--- config.mk ---
export PLATFORM = sky130hd
export DESIGN_NAME = instruction_fetch
export DESIGN_NICKNAME = d
export VERILOG_FILES = /design/src/rtl/fetch_pkg.sv /design/src/rtl/pc_reg.sv /design/src/rtl/instruction_fetch.sv
export SDC_FILE = /design/constraint.sdc
export NUM_CORES = 1
export LEC_CHECK = 0
export CORE_UTILIZATION = 40
export DETAILED_ROUTE_END_ITERATION = 10
export GPL_ROUTABILITY_DRIVEN = 0
export HOLD_SLACK_MARGIN = 0.12
export PLACE_DENSITY = 0.74
export SLEW_MARGIN = 15
export SYNTH_ARGS = -nofsm -noshare
export SYNTH_HDL_FRONTEND = slang
export SYNTH_SLANG_ARGS = --single-unit
--- constraint.sdc ---
create_clock -name clk -period 1.9 [get_ports clk]
set_clock_uncertainty 0.2 [all_clocks]
set_input_delay 0.19 -clock clk [delete_from_list [all_inputs] [get_ports clk]]
set_output_delay 0.19 -clock clk [all_outputs]
set_load 0.05 [all_outputs]
--- src/rtl/fetch_pkg.sv ---
// Shared widths, default halt opcode and FSM state encoding for the fetch stage.
package fetch_pkg;

  localparam int ADDR_W  = 8;
  localparam int INSTR_W = 8;

  localparam logic [INSTR_W-1:0] HALT_OPCODE_DEF = 8'hFF;

  typedef enum logic [1:0] {
    IDLE = 2'd0,
    RUN  = 2'd1,
    HALT = 2'd2
  } fetch_state_t;

endpackage

--- src/rtl/pc_reg.sv ---
// Program counter: wrapping increment, range-checked redirect load.
module pc_reg
  import fetch_pkg::*;
#(
  parameter int                MEM_DEPTH = 6,
  parameter logic [ADDR_W-1:0] PC_RESET  = 8'h00
) (
  input  logic              clk,
  input  logic              rst_n,
  input  logic              load,
  input  logic              increment,
  input  logic [ADDR_W-1:0] target,
  output logic [ADDR_W-1:0] pc,
  output logic              bad_target
);

  // One extra bit so a depth equal to 2**ADDR_W still compares correctly.
  localparam logic [ADDR_W:0]   DEPTH_X = (ADDR_W+1)'(MEM_DEPTH);
  localparam logic [ADDR_W-1:0] LAST    = ADDR_W'(MEM_DEPTH - 1);

  logic in_range;

  assign in_range   = ({1'b0, target} < DEPTH_X);
  assign bad_target = load && !in_range;

  // Load wins over increment; an out-of-range load parks the PC at 0.
  always_ff @(posedge clk or negedge rst_n) begin
    if (!rst_n) begin
      pc <= PC_RESET;
    end else if (load) begin
      pc <= in_range ? target : '0;
    end else if (increment) begin
      pc <= (pc == LAST) ? '0 : pc + 1'b1;
    end
  end

endmodule

--- src/rtl/instruction_fetch.sv ---
// Fetch stage: owns the PC, captures memory words into the IR and hands them
// to decode over valid/ready. Handles redirects, halt opcode and range faults.
//
// state | meaning
// IDLE  | out of reset, waiting for enable
// RUN   | fetching while enable is high
// HALT  | halt word captured, waiting for a branch to resume
module instruction_fetch
  import fetch_pkg::*;
#(
  parameter int                 MEM_DEPTH   = 6,
  parameter logic [ADDR_W-1:0]  PC_RESET    = 8'h00,
  parameter logic [INSTR_W-1:0] HALT_OPCODE = HALT_OPCODE_DEF
) (
  input  logic               clk,
  input  logic               rst_n,
  input  logic               enable,
  output logic [ADDR_W-1:0]  instruction_address,
  input  logic [INSTR_W-1:0] instruction_data,
  input  logic               branch_valid,
  input  logic [ADDR_W-1:0]  branch_target,
  output logic [INSTR_W-1:0] ir_data,
  output logic [ADDR_W-1:0]  ir_pc,
  output logic               ir_valid,
  input  logic               ir_ready,
  output logic               halted,
  output logic               fault
);

  fetch_state_t state, state_next;

  logic              cap;
  logic              branch_act;
  logic              bad_target;
  logic [ADDR_W-1:0] pc;

  assign branch_act = branch_valid && (state != IDLE);
  assign cap        = (state == RUN) && enable && !branch_valid && (!ir_valid || ir_ready);

  assign instruction_address = pc;

  pc_reg #(
    .MEM_DEPTH (MEM_DEPTH),
    .PC_RESET  (PC_RESET)
  ) u_pc_reg (
    .clk        (clk),
    .rst_n      (rst_n),
    .load       (branch_act),
    .increment  (cap),
    .target     (branch_target),
    .pc         (pc),
    .bad_target (bad_target)
  );

  // State register.
  always_ff @(posedge clk or negedge rst_n) begin
    if (!rst_n) begin
      state <= IDLE;
    end else begin
      state <= state_next;
    end
  end

  // Next-state: halt on capturing the halt word, only a branch leaves HALT.
  always_comb begin
    state_next = state;
    case (state)
      IDLE: if (enable) state_next = RUN;
      RUN:  if (cap && (instruction_data == HALT_OPCODE)) state_next = HALT;
      HALT: if (branch_valid) state_next = RUN;
      default: state_next = IDLE;
    endcase
  end

  // Outputs decoded from state.
  always_comb begin
    halted = (state == HALT);
  end

  // Instruction register: a redirect flushes, capture refills, transfer drains.
  always_ff @(posedge clk or negedge rst_n) begin
    if (!rst_n) begin
      ir_data  <= '0;
      ir_pc    <= '0;
      ir_valid <= 1'b0;
    end else if (branch_act) begin
      ir_valid <= 1'b0;
    end else if (cap) begin
      ir_data  <= instruction_data;
      ir_pc    <= pc;
      ir_valid <= 1'b1;
    end else if (ir_valid && ir_ready) begin
      ir_valid <= 1'b0;
    end
  end

  // Sticky fault on any out-of-range redirect; only reset clears it.
  always_ff @(posedge clk or negedge rst_n) begin
    if (!rst_n) begin
      fault <= 1'b0;
    end else if (bad_target) begin
      fault <= 1'b1;
    end
  end

endmodule

# After elaboration in Yosys (flattened, before gate mapping)
# Index checks and enable logic that the tools add are counted.
dict set report word_totals {
  input_bits 21
  ramBits 0
  output_inout_bits 27
  latchBits 0
  mem_count 0
  elab_cells 44
  rom_bits 0
  register_bits 28
}
dict set report op_classes {
  eq_ne 7
  shift 0
  bitwise_logic 1
  mul 0
  n_reduce_logical 17
  magnitude_cmp 1
  muxes 11
  add_sub_neg 1
  div_mod_pow 0
}
# op n
set ops {}
lappend ops {{$mux W8} 4}
lappend ops {{$add A8 B1 Y8 const B} 1}
lappend ops {{$eq A8 B3 Y1 const B} 1}
lappend ops {{$eq A8 B8 Y1 const B} 1}
lappend ops {{$lt A8 B3 Y1 const B} 1}
lappend ops {{$logic_and A1 B1 Y1} 7}
lappend ops {{$mux W2} 3}
lappend ops {{$pmux W2 S3} 1}
lappend ops {{$ne A2 B2 Y1 const B} 2}
lappend ops {{$reduce_bool A2 Y1} 2}
lappend ops {{$logic_not A1 Y1} 3}
lappend ops {{$mux W1} 3}
lappend ops {{$reduce_and A3 Y1} 1}
lappend ops {{$reduce_bool A3 Y1} 1}
lappend ops {{$eq A2 B1 Y1 const B} 1}
lappend ops {{$eq A2 B2 Y1 const B} 1}
lappend ops {{$logic_not A2 Y1} 1}
lappend ops {{$ne A2 B1 Y1 const B} 1}
lappend ops {{$reduce_and A2 Y1} 1}
lappend ops {{$logic_or A1 B1 Y1} 1}
lappend ops {{$not A1 Y1} 1}

# Longest topological paths before layout
dict set report logic_depth {
  ltp_word 7
  ltp_mapped 6
  ltp_nobuf 6
}

# Cells and area by module
# A second synthesis with hierarchy kept.
dict set report unflattened {
  cells_unflattened 107
  area_unflattened_um2 1381.3
}
# module instances cells_per_inst area_each_um2
set by_module_without_submodules {}
lappend by_module_without_submodules {instruction_fetch 1 55 850.8}
lappend by_module_without_submodules {pc_reg 1 52 530.5}

# Worst setup path before layout
# OpenSTA, ideal clock, no wires.
dict set report synth_path {
  kind {register to register}
  start {register u_pc_reg.pc[2]}
  end {register u_pc_reg.pc[7]}
  setup_slack_ns -0.349
  path_stages_with_launch 5
  synth_period_minus_slack_ns 2.249
  required_time_ns 1.574
  arrival_ns 1.923
  setup_time_ns 0.126
  path_cell_list {dfrtp_1 -> or4b_4 -> o41ai_4 -> nor3_2 -> a221o_1}
}
dict set report synth_via {
  elab_chain_cells 4
}
# element line_no
set synth_lines {}
lappend synth_lines {{start, declared} pc_reg.sv:13} ;# output logic [ADDR_W-1:0] pc,
lappend synth_lines {{start signal, assigned} pc_reg.sv:31} ;# pc <= in_range ? target : '0;
lappend synth_lines {{start signal, assigned} pc_reg.sv:33} ;# pc <= (pc == LAST) ? '0 : pc + 1'b1;
lappend synth_lines {{$add A8 B1 Y8 / $eq A8 B3 Y1 (equally long branches)} pc_reg.sv:33}
lappend synth_lines {{$mux W8 *} pc_reg.sv:33}
lappend synth_lines {{$mux W8 *} pc_reg.sv:32} ;# end else if (increment) begin
lappend synth_lines {{$mux W8 *} pc_reg.sv:30} ;# end else if (load) begin
# Mark *: on every way between the ends. The rest lies on a longest branch, timed or not. The select of a mux whose other input is x is not followed.
# A chain may end at the register's enable or synchronous reset.

# Final worst setup path
dict set report layout_path {
  start {register u_pc_reg.pc[4]}
  end {register u_pc_reg.pc[6]}
}
# Same word-level chain as after synthesis.

==> metrics <==
syn_nets=138; die height=60.3 µm; Final WS setup=-132 ps; Final Cell Area=2040 µm²; crit path DAT=2060 ps; DP HPWL=2.47 mm; violated checks=setup timing; initial antenna violation count=0; Core ar.=3130 µm²; drt drc=0; CP Class=reg2reg; Worst-path clk slew=150 ps; crit path launch type=flop; PortBufs=47; Seq/Total Area, Yosys=51.5%; DR iter-0 viols=24; # IOs=48; chip width=60.3 µm; final critical-path share of the clock period=107%; Final nets=204; WL per Instance=14.6 µm; Setup-failing EPs final=8; Reg-to-Reg End=u_pc_reg.pc[6]$_DFFE_PN0P_; CTS tree=done; Clock Path Buffers=2; Worst EP required=1930 ps; pre-CTS setup slack=-112 ps; Critical Path Sink=u_pc_reg.pc[6]$_DFFE_PN0P_; synthesized flop and latch total=28; Peak Freq=0.492 GHz; worst-path fanout max=5; dominant synthesized flop cell=dfrtp_1; Pleak=1.00 nW; Setup crit start=u_pc_reg.pc[4]$_DFFE_PN0P_; Synth Instances=115; layout cells sized above 1=31.7%; number of global-route vias before repair=1196; synth unique cells=38; Initial Utilization=43.5%; power per cell area=801 nW/µm²; global-route wire length before repair=5.28 mm; R2R Path Start=u_pc_reg.pc[4]$_DFFE_PN0P_; Cell Area, Synth=1360 µm²; Yosys warning total=0; crit path capture type=flop; Min-Delay Path Depth=3; worst slew pin tran=501 ps; Die ar.=3640 µm²; Remaining Overflow, GRT=0; Syn Area/Cell=11.8 µm²; Root Buffer=clkbuf_4; Register-to-Register Path Depth=4; overall fraction of global-route tracks in use=19.5%; RSZ-0062 raised after global routing=yes; # diodes=0; MaxCap Viol Count=0; Worst Hold Class=in2reg; H-tree levels=1; area delta synth->final=49.8%; largest net degree at the start of global routing=29; Detailed Route WL=3.27 mm; Clock Latency Late Sink=330 ps; Relative slew margins=66.3%; flop-to-flop setup slack=-130 ps; Clock Sinks=28; Tmin final=2030 ps; Slew Viols, Final=0; post-route ant nets=0; outcome=complete, but fails checks; DR vias=1192; asr flop ratio synth=100%; Post-synth EDFFs=0; vias per cell=5.32; Hold Fails Final Rpt=0; Post-DP Area=1980 µm²; CTS buffer count=3; Placement Rows=20; DRT Pass-1 Iters=4; Max rail drop VDD=0.506 mV
[synthesized netlist by cell type (2+ instances only)]
cell type | count | area (µm²)
a211o_1 | 4 | 35.0
a221o_1 | 3 | 30.0
a2bb2oi_1 | 2 | 17.5
and3_1 | 4 | 25.0
buf_4 | 2 | 15.0
dfrtp_1 | 28 | 701
ha_1 | 2 | 25.0
inv_1 | 3 | 11.3
mux2_1 | 6 | 67.6
mux2_2 | 9 | 101
nand2_1 | 5 | 18.8
nand2b_1 | 2 | 12.5
nand3_1 | 2 | 10.0
nand4_1 | 4 | 25.0
nor2_1 | 10 | 37.5
nor3_1 | 2 | 10.0
o21a_1 | 3 | 22.5
o21ai_0 | 2 | 10.0
o21ai_1 | 3 | 15.0
[area by class of cell]
cell class,count,area (µm²)
sequential,28,707
clock buffer,4,36.3
tap,44,55.1
inverter,3,11.3
fill,278,1090
timing repair buffer,64,587
multi-input combinational,81,643
[layout by cell type (no fill, tap or decap), types with 4 or more instances in the layout]
master and n:
dfrtp_2 5, dlygate4sd2_1 11, dfrtp_1 23, nand2_1 5, nor2_1 10, nand4_1 4
buf_4 27, a211o_1 4, mux2_2 9, and3_1 4, clkdlybuf4s50_1 20, mux2_1 6
[logic make-up (layout without fill, tap and decap cells)]
family | after synthesis | after routing | synth area share [%]
DFF | 28 | 28 | 51.5
muxes | 15 | 15 | 12.4
and+or+nand+nor | 39 | 39 | 16.2
buffers and inverters | 6 | 71 | 2.21
AOI/OAI and AO/OA | 25 | 25 | 15.9
adders and majority gates | 2 | 2 | 1.84
[routing by layer]
layer,GRT usage [%],vias to the layer above,share of wire (%)
met2,32.8,49,49
met4,8.64,0,1.5
met1,24.0,574,43
li1,-,562,-
met5,0,-,0
met3,4.05,7,6.8
[per-stage QoR]
step	total power [mW]	utilization [%]	hold slack, ps	instances	setup TNS (ps)
after floorplan	1.10	-	-306	115	-1400
after global placement	1.35	63.3	268	218	-286
after detailed placement	1.36	63.3	265	218	-663
after CTS	1.65	65.0	256	224	-659
after global routing	1.71	65.2	275	224	-1240
final	1.63	65.2	265	224	-730
[worst min path at each step]
| stage | start | endpoint | slack (ps) |
|---|---|---|---|
| 2_1_floorplan | rst_n | fault$_DFFE_PN0P_ | -310 |
| 3_3_place_gp | fault$_DFFE_PN0P_ | fault$_DFFE_PN0P_ | 270 |
| 3_5_place_dp | fault$_DFFE_PN0P_ | fault$_DFFE_PN0P_ | 270 |
| 4_1_cts | branch_target[0] | u_pc_reg.pc[0]$_DFFE_PN0P_ | 260 |
| 5_1_grt | instruction_data[4] | ir_data[4]$_DFFE_PN0P_ | 280 |
| 6_report | branch_target[0] | u_pc_reg.pc[0]$_DFFE_PN0P_ | 270 |
[critical path, cell delays in order, from the launching register on]
cell and delay [ps]:
dfrtp_2 430, or4b_4 550, o41ai_4 290, nor3_2 140, a221o_1 330
[power by group]
part / total [mW] / switching [mW] / internal [mW]
sequential: 0.703 / 0.0388 / 0.664
combinational: 0.639 / 0.396 / 0.242
clock: 0.292 / 0.175 / 0.117
total: 1.63 / 0.610 / 1.02
[repair_timing]
action / 4_1_cts / 5_1_grt
endpoints found under the hold margin: 28 / 0
buffers inserted: 1 / 0
pin swaps: 1 / 0
hold buffers: 1 / 0
setup endpoints to repair: 19 / 11
gates resized for setup: 13 / 3
Power figures use the tool's default switching activity.
